===== src/rtl/sar_compare_search.sv =====
// sar_compare_search: successive-approximation search driving an external magnitude comparator
module sar_compare_search #(
  parameter int W = 3
) (
  input  logic         clk,
  input  logic         rst_n,
  input  logic         start,
  input  logic         cmp_gt,
  input  logic         cmp_eq,
  input  logic         cmp_lt,
  output logic [W-1:0] trial,
  output logic         busy,
  output logic         done,
  output logic [W-1:0] result,
  output logic         err
);
  localparam int KW = W > 1 ? $clog2(W) : 1;
  localparam logic [KW-1:0] K_TOP = KW'(W - 1);
  localparam logic [W-1:0] MSB = W'(1) << (W - 1);
  typedef enum logic {IDLE, SEARCH} state_t;
  state_t        state;
  logic [KW-1:0] k;
  logic [W-1:0]  bit_k;
  logic [W-1:0]  kept;
  logic          one_hot;
  assign bit_k   = W'(1) << k;
  assign kept    = cmp_gt ? trial : trial & ~bit_k;
  assign one_hot = {cmp_gt, cmp_eq, cmp_lt} inside {3'b100, 3'b010, 3'b001};
  // search control: keep or clear the current bit from the comparator verdict, then probe the next bit
  always_ff @(posedge clk or negedge rst_n) begin
    if (!rst_n) begin
      state  <= IDLE;
      trial  <= '0;
      busy   <= 1'b0;
      done   <= 1'b0;
      result <= '0;
      err    <= 1'b0;
      k      <= K_TOP;
    end else begin
      done <= 1'b0;
      if (state == IDLE) begin
        if (start) begin
          trial <= MSB;
          k     <= K_TOP;
          err   <= 1'b0;
          busy  <= 1'b1;
          state <= SEARCH;
        end
      end else if (!one_hot) begin
        err    <= 1'b1;
        result <= '0;
        done   <= 1'b1;
        busy   <= 1'b0;
        state  <= IDLE;
      end else if (cmp_eq) begin
        result <= trial;
        done   <= 1'b1;
        busy   <= 1'b0;
        state  <= IDLE;
      end else if (k == '0) begin
        result <= kept;
        trial  <= kept;
        done   <= 1'b1;
        busy   <= 1'b0;
        state  <= IDLE;
      end else begin
        trial <= kept | (bit_k >> 1);
        k     <= k - 1'b1;
      end
    end
  end
endmodule


===== config.mk =====
export PLATFORM = sky130hd
export DESIGN_NAME = sar_compare_search
export DESIGN_NICKNAME = d
export VERILOG_FILES = /design/src/rtl/sar_compare_search.sv
export SDC_FILE = /design/constraint.sdc
export NUM_CORES = 1
export LEC_CHECK = 0
export ABC_CLOCK_PERIOD_IN_PS = 1700
export CAP_MARGIN = 20
export CORE_ASPECT_RATIO = 0.9
export CORE_MARGIN = 4
export CORE_UTILIZATION = 45
export CTS_BUF_LIST = sky130_fd_sc_hd__clkbuf_8
export DETAILED_ROUTE_END_ITERATION = 8
export PLACE_DENSITY = 0.79
export SLEW_MARGIN = 25
export SYNTH_ARGS = -nofsm -noshare
export SYNTH_HDL_FRONTEND = slang
export SYNTH_SLANG_ARGS = --single-unit

===== constraint.sdc =====
create_clock -name clk -period 1.7 [get_ports clk]
set_input_delay 0.51 -clock clk [delete_from_list [all_inputs] [get_ports clk]]
set_output_delay 0.51 -clock clk [all_outputs]
set_load 0.05 [all_outputs]

==> impl_metrics.toml <==
[status]
status = "finished clean"

[yosys]
synthesis.area_um2 = 691
synthCells = 73
yosys-top-cells-area = "dfrtp_1 40%, ha_1 5.4%, nand2_1 5.4%, nand2b_1 4.5%, dfstp_2 3.8%"
synthesis.nets = 82
ys_types = 30
seq_area_frac_synth = 0.437
yosysTopAreaCellShare = 0.399
synth-seq-cells = 12
avgSynthCellArea_um2 = 9.46
yosysWarnings = 0
synth_top_cell_by_area = "dfrtp_1"

[placed_design]
gp_congestion = 0.815
dp_hpwl_mm = 1.33
placed_cell_area_um2 = 968
io_buffers = 14
dp_cells = 106

[global_routing]
grt_usage = 0.181
antenna_found_initial = 0
overflow = 0
grt_pass1_wl_mm = 2.96
grt_pass1_vias = 680
grt_max_degree = 16

[clock_tree]
cts_hold_buffers = 0
cts_buffers = 3
cts.clk_slew.worst_paths_ns = 0.05
cts_tree = "yes"
clockRootBuffer = "clkbuf_8"
clk_latency_ns = 0.25
clk_path_buf_depth = 2
cts_num_sinks = 12
cts_max_level = 1

[final_layout]
final_cells = 110
area_delta_synth_final_pct = 49.1
fill_cells = 107
fin_area_um2 = 1030
final_util = 0.711
seq_area_um2 = 302
final_layout_size_suffix_gt1_frac = 0.274
diodes = 0
multi_input_area_um2 = 342
fin_nets = 105

[setup_path]
startpoint_type = "flop"
critPathCaptureType = "flop"
rr_worst_depth = 5
worstPathArrival_ns = 1.65
required_ns = 1.83
critPathMaxFanout = 5
path_class = "flop to flop"

[power]
leakage_nw = 0.471
ir_drop_mv = 0.804
p_per_area_nw_per_um2 = 1340
finalPower_mw = 1.38

[timing]
hold_viol = 0
slew_violations = 0
fin_skew_ns = 0.000246
setup_viol = 0
period_minus_slack_ns = 1.53
rsz0062_at_grt = "no"
clock.fmax_ghz = 0.654
fin_crit_sh = 0.900
worst_pin_slew_ns = 0.360
holdWs_ns = 0.543
slew_headroom = 0.757

[detailed_routing]
vias = 615
drc = 0
wl_per_cell_um = 15.3
ant_nets = 0
drt_iter0_markers = 10
finalWirelength_mm = 1.68
dr.pass1.iters = 4
viasPerCell = 5.59

[hold_path]
worstHoldPathCells = 1
hold_class = "flop to flop"

[floorplanning]
initial_utilization = 0.477
die_height_um = 45.2
die_w_um = 49.3
die_area_um2 = 2230
design.core.area_um2 = 1450
ios = 15
num_rows = 13

[job]
max_cap_violations = 0
==> power by group <==
group	switching (mW)	internal, mW
Sequential	0.0703	0.356
Clock	0.115	0.205
Combinational	0.342	0.289
==> what timing repair did <==
| action | in CTS | in global routing |
|---|---|---|
| buffers inserted | 0 | 0 |
| resized for setup | 1 | 3 |
| setup endpoints to repair | 3 | 4 |
==> cell families after synthesis <==
| logic type | Yosys count | synth area share |
|---|---|---|
| and+or+nand+nor | 27 | 0.192 |
| adders and majority gates | 3 | 0.0544 |
| xor gates and xnor gates | 3 | 0.0489 |
| AOI/OAI and AO/OA | 18 | 0.181 |
| muxes | 1 | 0.0145 |
| DFF | 12 | 0.437 |
| buffers and inverters | 9 | 0.0725 |
==> cell usage after synthesis <==
cell,count
nor3_1,2
o211ai_1,2
xnor2_1,2
buf_2,1
a311oi_1,1
or2_2,1
inv_1,5
nand2b_1,5
buf_6,2
nand4_1,2
dfstp_2,1
o221a_2,1
or3_1,1
o21ai_0,5
a21o_1,1
or3b_1,1
a2bb2oi_1,1
a22oi_1,1
nand2_1,10
dfrtp_1,11
clkbuf_1,1
o2111ai_1,1
ha_1,3
nand3_1,1
mux2i_1,1
a21oi_1,3
o2bb2ai_1,1
nor2_1,4
xor2_2,1
o41ai_1,1
==> state kept, by name, indices dropped and copies added, names as in the netlist <==
name    cells
result      3
trial       3
k           2
busy        1
done        1
err         1
state       1
==> cells in the final DEF, fill, tap and decap left out, types with 2 or more instances in the layout <==
| cell | count |
|---|---|
| inv_1 | 5 |
| xnor2_1 | 2 |
| dfrtp_1 | 11 |
| dlymetal6s2s_1 | 2 |
| nor3_1 | 2 |
| clkbuf_8 | 4 |
| nand4_1 | 2 |
| o21ai_0 | 5 |
| nand2_1 | 10 |
| buf_4 | 8 |
| o211ai_1 | 2 |
| clkdlybuf4s50_1 | 2 |
| buf_12 | 9 |
| nand2b_1 | 5 |
| ha_1 | 3 |
| a21oi_1 | 3 |
| nor2_1 | 3 |
==> stage by stage <==
| stage | TNS (ns) | worst slack [ns] |
|---|---|---|
| global route | 0 | 0.0651 |
| global placement | -1.22 | -0.189 |
| finish | 0 | 0.171 |
| detailed placement | -1.86 | -0.261 |
| CTS | 0 | 0.0303 |
| floorplan | 0 | 0.257 |
==> worst max-delay path: stages (launching register included) <==
cell       delay [ns]
dfstp_2          0.54
inv_1            0.07
ha_1             0.25
or2_2            0.33
o2111ai_1        0.12
a21oi_1          0.10
==> cell type report <==
type	instances	area share
clock buffer	4	0.0535
inverter	5	0.0182
multi-input combinational	52	0.332
sequential	12	0.293
tap	15	0.0182
timing repair buffer	22	0.286
==> metal layers <==
layer / routed length, um / up-vias / GRT usage
met5: 0 / - / 0
li1: - / 297 / -
met3: 74 / 3 / 0.0627
met4: 19 / 0 / 0.0852
met2: 885 / 19 / 0.348
met1: 703 / 296 / 0.176
==> worst paths after layout <==
check / end / slack (ns) / startpoint
min: err / 0.54 / err
min in group asynchronous: done / 0.57 / rst_n
min reg2reg: err / 0.54 / err
max in group asynchronous: k[1] / 0.90 / rst_n
max reg2reg: result[2] / 0.17 / k[1]
max: result[2] / 0.17 / k[1]
(Power assumes the default switching activity.)
